==> config.mk <==
export PLATFORM = sky130hd
export DESIGN_NAME = rtc_clcd_sequencer_flat
export DESIGN_NICKNAME = d
export VERILOG_FILES = /design/src/rtl/rtc_clcd_sequencer_if.sv /design/src/rtl/rtc_clcd_sequencer.sv /design/src/flat_wrapper.sv
export SDC_FILE = /design/constraint.sdc
export NUM_CORES = 1
export LEC_CHECK = 0
export ABC_CLOCK_PERIOD_IN_PS = 3300
export BUFFER_PORTS_ARGS = -buffer_cell sky130_fd_sc_hd__buf_2
export CAP_MARGIN = 40
export CORE_ASPECT_RATIO = 1.2
export CORE_MARGIN = 2
export CORE_UTILIZATION = 61
export CTS_BUF_LIST = sky130_fd_sc_hd__clkbuf_4 sky130_fd_sc_hd__clkbuf_8
export CTS_CLUSTER_DIAMETER = 150
export CTS_CLUSTER_SIZE = 28
export DETAILED_ROUTE_END_ITERATION = 6
export GPL_ROUTABILITY_DRIVEN = 0
export PLACE_DENSITY = 0.82
export SYNTH_ARGS = -nofsm -noshare
export SYNTH_HDL_FRONTEND = slang
export SYNTH_SLANG_ARGS = --single-unit
==> constraint.sdc <==
create_clock -name clk -period 3.3 [get_ports clk]
set_clock_uncertainty 0.05 [all_clocks]
set_input_delay 0.33 -clock clk [delete_from_list [all_inputs] [get_ports clk]]
set_output_delay 0.33 -clock clk [all_outputs]
set_load 0.02 [all_outputs]
==> src/rtl/rtc_clcd_sequencer_if.sv <==
// Handshake bundle between the sequencer, the DS1302 RTC master and the I2C CLCD master.
interface rtc_clcd_sequencer_if;
    logic [7:0] rtc_addr;
    logic       rtc_valid;
    logic       rtc_busy;
    logic       rtc_done;
    logic [7:0] rtc_rdata;
    logic [7:0] lcd_data;
    logic       lcd_rs;
    logic       lcd_valid;
    logic       lcd_busy;
    logic       lcd_done;

    modport master (
        output rtc_addr, rtc_valid,
        input  rtc_busy, rtc_done, rtc_rdata,
        output lcd_data, lcd_rs, lcd_valid,
        input  lcd_busy, lcd_done
    );

    modport slave (
        input  rtc_addr, rtc_valid,
        output rtc_busy, rtc_done, rtc_rdata,
        input  lcd_data, lcd_rs, lcd_valid,
        output lcd_busy, lcd_done
    );
endinterface

==> src/rtl/rtc_clcd_sequencer.sv <==
// Reads NUM_FIELDS BCD time fields from the RTC master, then writes home + "YY/MM/DD hh:mm:ss" to the CLCD.
// Optional macro HANDSHAKE_TIMEOUT_EN adds a per-state watchdog and the sticky error flag.
module rtc_clcd_sequencer #(
    parameter int unsigned NUM_FIELDS     = 6,
    parameter logic [7:0]  HOME_CMD       = 8'h02,
    parameter int unsigned TIMEOUT_CYCLES = 1_000_000
) (
    input  logic                        clk,
    input  logic                        reset_p,
    input  logic                        start,
    rtc_clcd_sequencer_if.master        bus,
    output logic                        frame_done,
    output logic                        error
);
    localparam int unsigned MAX_FIELDS = 6;
    localparam int unsigned IDX_W      = 3;
    localparam logic [IDX_W-1:0] LAST_IDX = IDX_W'(NUM_FIELDS - 1);

    typedef enum logic [2:0] {
        S_IDLE, S_RTC_REQ, S_RTC_WAIT, S_LCD_HOME, S_LCD_HI, S_LCD_LO, S_LCD_SEP, S_DONE
    } state_t;

    state_t           r_state, w_state_nx;
    logic [IDX_W-1:0] r_idx, w_idx_nx;
    logic             r_acc, w_acc_nx;
    logic [7:0]       r_buf [MAX_FIELDS];
    logic             w_cap;
    logic [7:0]       w_cap_val;
    logic [7:0]       r_rtc_addr, w_rtc_addr_nx;
    logic             r_rtc_valid, w_rtc_valid_nx;
    logic [7:0]       r_lcd_data, w_lcd_data_nx;
    logic             r_lcd_rs, w_lcd_rs_nx;
    logic             r_lcd_valid, w_lcd_valid_nx;
    logic             r_frame_done, w_frame_done_nx;
    logic             w_in_lcd;

`ifdef HANDSHAKE_TIMEOUT_EN
    localparam int unsigned TMO_W = $clog2(TIMEOUT_CYCLES + 1);
    logic [TMO_W-1:0] r_tmo_cnt;
    logic             r_error;
    logic             w_tmo_hit;
`else
    localparam int unsigned unused_timeout_cycles = TIMEOUT_CYCLES;
`endif

    function automatic logic [7:0] rtc_addr_of(input logic [IDX_W-1:0] idx);
        case (idx)
            3'd0:    return 8'h8D;
            3'd1:    return 8'h89;
            3'd2:    return 8'h87;
            3'd3:    return 8'h85;
            3'd4:    return 8'h83;
            default: return 8'h81;
        endcase
    endfunction

    // Hour drops the 12/24 bit, second drops the clock-halt bit.
    function automatic logic [7:0] mask_of(input logic [IDX_W-1:0] idx);
        case (idx)
            3'd3:    return 8'h3F;
            3'd5:    return 8'h7F;
            default: return 8'hFF;
        endcase
    endfunction

    function automatic logic [7:0] digit(input logic [3:0] nib);
        return (nib <= 4'd9) ? (8'h30 + {4'h0, nib}) : 8'h3F;
    endfunction

    function automatic logic [7:0] sep_of(input logic [IDX_W-1:0] idx);
        case (idx)
            3'd0, 3'd1: return 8'h2F;
            3'd2:       return 8'h20;
            default:    return 8'h3A;
        endcase
    endfunction

    always_comb begin
        w_state_nx = r_state;
        w_idx_nx   = r_idx;
        w_acc_nx   = r_acc;
        w_cap      = 1'b0;
        w_cap_val  = bus.rtc_rdata & mask_of(r_idx);
`ifdef HANDSHAKE_TIMEOUT_EN
        w_tmo_hit  = 1'b0;
`endif
        unique case (r_state)
            S_IDLE: begin
                if (start) begin
                    w_state_nx = S_RTC_REQ;
                    w_idx_nx   = '0;
                end
            end
            S_RTC_REQ: begin
                if (bus.rtc_busy) w_state_nx = S_RTC_WAIT;
            end
            S_RTC_WAIT: begin
                if (bus.rtc_done) begin
                    w_cap = 1'b1;
                    if (r_idx < LAST_IDX) begin
                        w_idx_nx   = r_idx + IDX_W'(1);
                        w_state_nx = S_RTC_REQ;
                    end else begin
                        w_idx_nx   = '0;
                        w_state_nx = S_LCD_HOME;
                    end
                end
            end
            S_LCD_HOME, S_LCD_HI, S_LCD_LO, S_LCD_SEP: begin
                // r_acc marks that the current byte was accepted and we now wait for done.
                if (!r_acc) begin
                    if (bus.lcd_busy) w_acc_nx = 1'b1;
                end else if (bus.lcd_done) begin
                    w_acc_nx = 1'b0;
                    if (r_state == S_LCD_HOME) begin
                        w_state_nx = S_LCD_HI;
                    end else if (r_state == S_LCD_HI) begin
                        w_state_nx = S_LCD_LO;
                    end else if (r_state == S_LCD_LO) begin
                        w_state_nx = (r_idx == LAST_IDX) ? S_DONE : S_LCD_SEP;
                    end else begin
                        w_idx_nx   = r_idx + IDX_W'(1);
                        w_state_nx = S_LCD_HI;
                    end
                end
            end
            S_DONE:  w_state_nx = S_IDLE;
            default: w_state_nx = S_IDLE;
        endcase

`ifdef HANDSHAKE_TIMEOUT_EN
        if (r_state != S_IDLE && r_state != S_DONE && w_state_nx == r_state &&
            r_tmo_cnt == TMO_W'(TIMEOUT_CYCLES - 1)) begin
            w_tmo_hit  = 1'b1;
            w_state_nx = S_IDLE;
            w_idx_nx   = '0;
            w_acc_nx   = 1'b0;
        end
`endif

        // Outputs are registered from the next state so they line up with it.
        w_in_lcd        = (w_state_nx == S_LCD_HOME) || (w_state_nx == S_LCD_HI) ||
                          (w_state_nx == S_LCD_LO)   || (w_state_nx == S_LCD_SEP);
        w_rtc_valid_nx  = (w_state_nx == S_RTC_REQ);
        w_rtc_addr_nx   = w_rtc_valid_nx ? rtc_addr_of(w_idx_nx) : 8'h00;
        w_lcd_valid_nx  = w_in_lcd && !w_acc_nx;
        w_lcd_rs_nx     = w_in_lcd && (w_state_nx != S_LCD_HOME);
        w_frame_done_nx = (w_state_nx == S_DONE);
        unique case (w_state_nx)
            S_LCD_HOME: w_lcd_data_nx = HOME_CMD;
            S_LCD_HI:   w_lcd_data_nx = digit(r_buf[w_idx_nx][7:4]);
            S_LCD_LO:   w_lcd_data_nx = digit(r_buf[w_idx_nx][3:0]);
            S_LCD_SEP:  w_lcd_data_nx = sep_of(w_idx_nx);
            default:    w_lcd_data_nx = 8'h00;
        endcase
    end

    always_ff @(posedge clk or posedge reset_p) begin
        if (reset_p) begin
            r_state      <= S_IDLE;
            r_idx        <= '0;
            r_acc        <= 1'b0;
            r_rtc_addr   <= 8'h00;
            r_rtc_valid  <= 1'b0;
            r_lcd_data   <= 8'h00;
            r_lcd_rs     <= 1'b0;
            r_lcd_valid  <= 1'b0;
            r_frame_done <= 1'b0;
            for (int i = 0; i < MAX_FIELDS; i++) r_buf[i] <= 8'h00;
        end else begin
            r_state      <= w_state_nx;
            r_idx        <= w_idx_nx;
            r_acc        <= w_acc_nx;
            r_rtc_addr   <= w_rtc_addr_nx;
            r_rtc_valid  <= w_rtc_valid_nx;
            r_lcd_data   <= w_lcd_data_nx;
            r_lcd_rs     <= w_lcd_rs_nx;
            r_lcd_valid  <= w_lcd_valid_nx;
            r_frame_done <= w_frame_done_nx;
            if (w_cap) r_buf[r_idx] <= w_cap_val;
        end
    end

`ifdef HANDSHAKE_TIMEOUT_EN
    // Watchdog counts cycles spent in one busy state; any state change restarts it.
    always_ff @(posedge clk or posedge reset_p) begin
        if (reset_p) begin
            r_tmo_cnt <= '0;
            r_error   <= 1'b0;
        end else begin
            if (r_state == S_IDLE || r_state == S_DONE || w_state_nx != r_state)
                r_tmo_cnt <= '0;
            else
                r_tmo_cnt <= r_tmo_cnt + TMO_W'(1);
            if (w_tmo_hit) r_error <= 1'b1;
        end
    end
    assign error = r_error;
`else
    assign error = 1'b0;
`endif

    assign bus.rtc_addr  = r_rtc_addr;
    assign bus.rtc_valid = r_rtc_valid;
    assign bus.lcd_data  = r_lcd_data;
    assign bus.lcd_rs    = r_lcd_rs;
    assign bus.lcd_valid = r_lcd_valid;
    assign frame_done    = r_frame_done;
endmodule

==> src/flat_wrapper.sv <==
// flat-port wrapper written by rule: the top's interface ports become plain ports
module rtc_clcd_sequencer_flat 
#(
    parameter int unsigned NUM_FIELDS     = 6,
    parameter logic [7:0]  HOME_CMD       = 8'h02,
    parameter int unsigned TIMEOUT_CYCLES = 1_000_000
)
  (clk, reset_p, start, frame_done, error, bus_rtc_addr, bus_rtc_valid, bus_rtc_busy, bus_rtc_done, bus_rtc_rdata, bus_lcd_data, bus_lcd_rs, bus_lcd_valid, bus_lcd_busy, bus_lcd_done);
  rtc_clcd_sequencer_if bus_i ();
  input  logic clk;
  input  logic reset_p;
  input  logic start;
  output logic frame_done;
  output logic error;
  output wire logic [$bits(bus_i.rtc_addr)-1:0] bus_rtc_addr;
  output wire logic [$bits(bus_i.rtc_valid)-1:0] bus_rtc_valid;
  input wire logic [$bits(bus_i.rtc_busy)-1:0] bus_rtc_busy;
  input wire logic [$bits(bus_i.rtc_done)-1:0] bus_rtc_done;
  input wire logic [$bits(bus_i.rtc_rdata)-1:0] bus_rtc_rdata;
  output wire logic [$bits(bus_i.lcd_data)-1:0] bus_lcd_data;
  output wire logic [$bits(bus_i.lcd_rs)-1:0] bus_lcd_rs;
  output wire logic [$bits(bus_i.lcd_valid)-1:0] bus_lcd_valid;
  input wire logic [$bits(bus_i.lcd_busy)-1:0] bus_lcd_busy;
  input wire logic [$bits(bus_i.lcd_done)-1:0] bus_lcd_done;
  assign bus_rtc_addr = bus_i.rtc_addr;
  assign bus_rtc_valid = bus_i.rtc_valid;
  assign bus_i.rtc_busy = bus_rtc_busy;
  assign bus_i.rtc_done = bus_rtc_done;
  assign bus_i.rtc_rdata = bus_rtc_rdata;
  assign bus_lcd_data = bus_i.lcd_data;
  assign bus_lcd_rs = bus_i.lcd_rs;
  assign bus_lcd_valid = bus_i.lcd_valid;
  assign bus_i.lcd_busy = bus_lcd_busy;
  assign bus_i.lcd_done = bus_lcd_done;
  rtc_clcd_sequencer #(.NUM_FIELDS(NUM_FIELDS), .HOME_CMD(HOME_CMD), .TIMEOUT_CYCLES(TIMEOUT_CYCLES)) u_core (.clk(clk), .reset_p(reset_p), .start(start), .bus(bus_i), .frame_done(frame_done), .error(error));
endmodule
==> metrics.yaml <==
outcome: "completed"
synthFlopType: "dfrtp_1"
drive_gt1_share_pct: 33.0
synth.area.top_cells: "dfrtp_1 48%, mux2_2 16%, mux2i_1 2.5%"
ctsRootBufferMaster: "clkbuf_8"
die_h_um: 87.4
clock-sinks: 68
whs_ps: 221
grt_pass1_wl_mm: 11.9
ir_worst_vdd_uv: 588
p_leak_nw: 1.82
tns_ps: 0
powerDensity_nw_per_um2: 1030
place_inst: 395
n_fill_cell: 403
dr.first_iter.drc_count: 246
rsz0062_at_grt: "false"
dpl.hpwl_mm: 5.30
cts_tree: "built"
critPathKind: "reg2reg"
fp.dieArea_um2: 6420
cts_max_level: 3
vias_per_cell: 6.25
fmax_mhz: 348
arrival_ps: 3040
portBuffers: 29
slew_violations: 0
period_share_pct: 87.1
end_kind: "flip-flop"
numCtsBuffers: 9
postSynth.asyncResetShare_pct: 100
drtAntennaViolNets: 0
die_width_um: 73.5
multi_input_area_um2: 1680
n_antenna_cell: 0
synth-seq-area-share_pct: 48.1
yosys_register_bits: 68
avgRoutedWirePerCell_um: 18.0
clockBufferDepth: 2
grt_pass1_vias: 2478
slew_headroom_pct: 59.8
synthCells: 309
maxCapViolations: 0
synth_cell_types: 55
grt.overflow.total: 0
power.total_mw: 4.08
pre_cts_ws_ps: 470
yosys_warnings: 0
row_count: 30
core_um2: 5630
mostFrequentLayoutCell: "dfrtp_1"
synth_top_area_cell: "dfrtp_1"
timing.final.hold_violations: 0
grt_max_degree: 41
synth_area_um2: 3530
final_util_pct: 70.3
start_kind: "flip-flop"
yosysTopAreaCellShare_pct: 48.1
setup_viol: 0
cp_data_required_time_ps: 3460
antenna_found_initial: 0
crit_fanout: 17
routed_wirelength_mm: 7.42
synth_edf_count: 0
stdcell_count: 412
stdcell_area_um2: 3960
fin_nets: 361
worst_pin_slew_ps: 601
dr_total_vias: 2574
final_cell_mix: "68 x dfrtp_1, 50 x mux2_2, 29 x buf_2"
dr.pass1.iters: 5
path_clk_slew_ps: 70
min_period_ps: 2870
initial_core_util_pct: 62.8
drcViolationCount: 0
place_area_um2: 3710
postSynthAreaPerCell_um2: 11.4
clk_latency_ps: 350
hp-class: "in2reg"
final-seq-area_um2: 1700
io_pins: 36
fin_ws_ps: 427
syn_to_final_growth_pct: 11.9
grt.total_usage_pct: 24.8
==> sequential cells by signal (all words and copies together) (netlist names) <==
| name | count |
|---|---|
| u_core.r_state | 3 |
| u_core.bus.rtc_addr | 4 |
| u_core.bus.lcd_valid | 1 |
| u_core.bus.lcd_data | 6 |
| u_core.r_acc | 1 |
| u_core.frame_done | 1 |
| u_core.r_idx | 3 |
| u_core.bus.lcd_rs | 1 |
| u_core.r_buf | 48 |
==> cell usage after synthesis, types with 7 or more instances <==
library cell and n:
o21ai_0 14, mux2_2 50, mux2i_1 9, buf_4 10
nor3_1 7, nand2_1 23, a221oi_1 8, inv_1 11
dfrtp_1 68, a21oi_1 8, nor2_1 10
==> final timing paths <==
check                      slack (ps)  cells after the start                endpoint         startpoint
setup / recovery                  430                      8  u_core.bus.lcd_data[1]  u_core.r_state[1]
hold / removal                    220                      3        u_core.r_buf[29]   bus_rtc_rdata[5]
setup reg to reg                  430                      8  u_core.bus.lcd_data[1]  u_core.r_state[1]
hold reg to reg                   430                      2        u_core.r_buf[22]   u_core.r_buf[22]
max in group asynchronous        2030                      5  u_core.bus.lcd_data[0]            reset_p
min in group asynchronous         360                      3         u_core.r_buf[2]            reset_p
==> kinds of logic (layout without fill, tap and decap cells) <==
family	Yosys count	in the layout	synth area share (%)
buffers and inverters	30	64	4.96
AO/OA/AOI/OAI	70	70	15.1
multiplexers	59	59	18.5
AND/OR/NAND/NOR	77	77	11.9
other	1	6	0.106
flip-flops	68	68	48.1
XOR/XNOR	1	1	0.248
adder cells (fa/ha/maj)	3	3	1.06
==> area by class of cell <==
class | instances | share of cell area, %
clock buffers | 13 | 4.36
clock inverters | 3 | 1.71
well taps | 64 | 2.02
repair buffers | 36 | 5.38
flip-flops and latches | 68 | 43.0
inverters | 12 | 1.14
multi-input cells | 216 | 42.4
==> where the power goes <==
part | switching, mW | leakage, nW | total [mW] | internal, mW
combinational | 1.04 | 0.813 | 1.86 | 0.816
sequential | 0.249 | 0.889 | 1.42 | 1.17
clock | 0.305 | 0.119 | 0.801 | 0.496
==> metal layers <==
layer	track usage, %	share of wire [%]
met1	31.0	43
met3	4.75	5.4
met5	0	0
met4	13.2	3.0
met2	40.1	48
==> critical path: stages (launching register included) <==
cell and delay, ps:
dfrtp_1 620, nor2b_1 250, nand2_1 170, o211ai_4 390
mux2_2 400, a221o_1 380, and2_1 170, a22oi_1 170
o2111ai_1 120
==> what timing repair did <==
item	CTS	global route
buffers inserted	0	0
gates resized for setup	0	0
hold buffers	1	0
endpoints found under the setup margin	0	0
endpoints found under the hold margin	4	0
(Power assumes the default switching activity.)
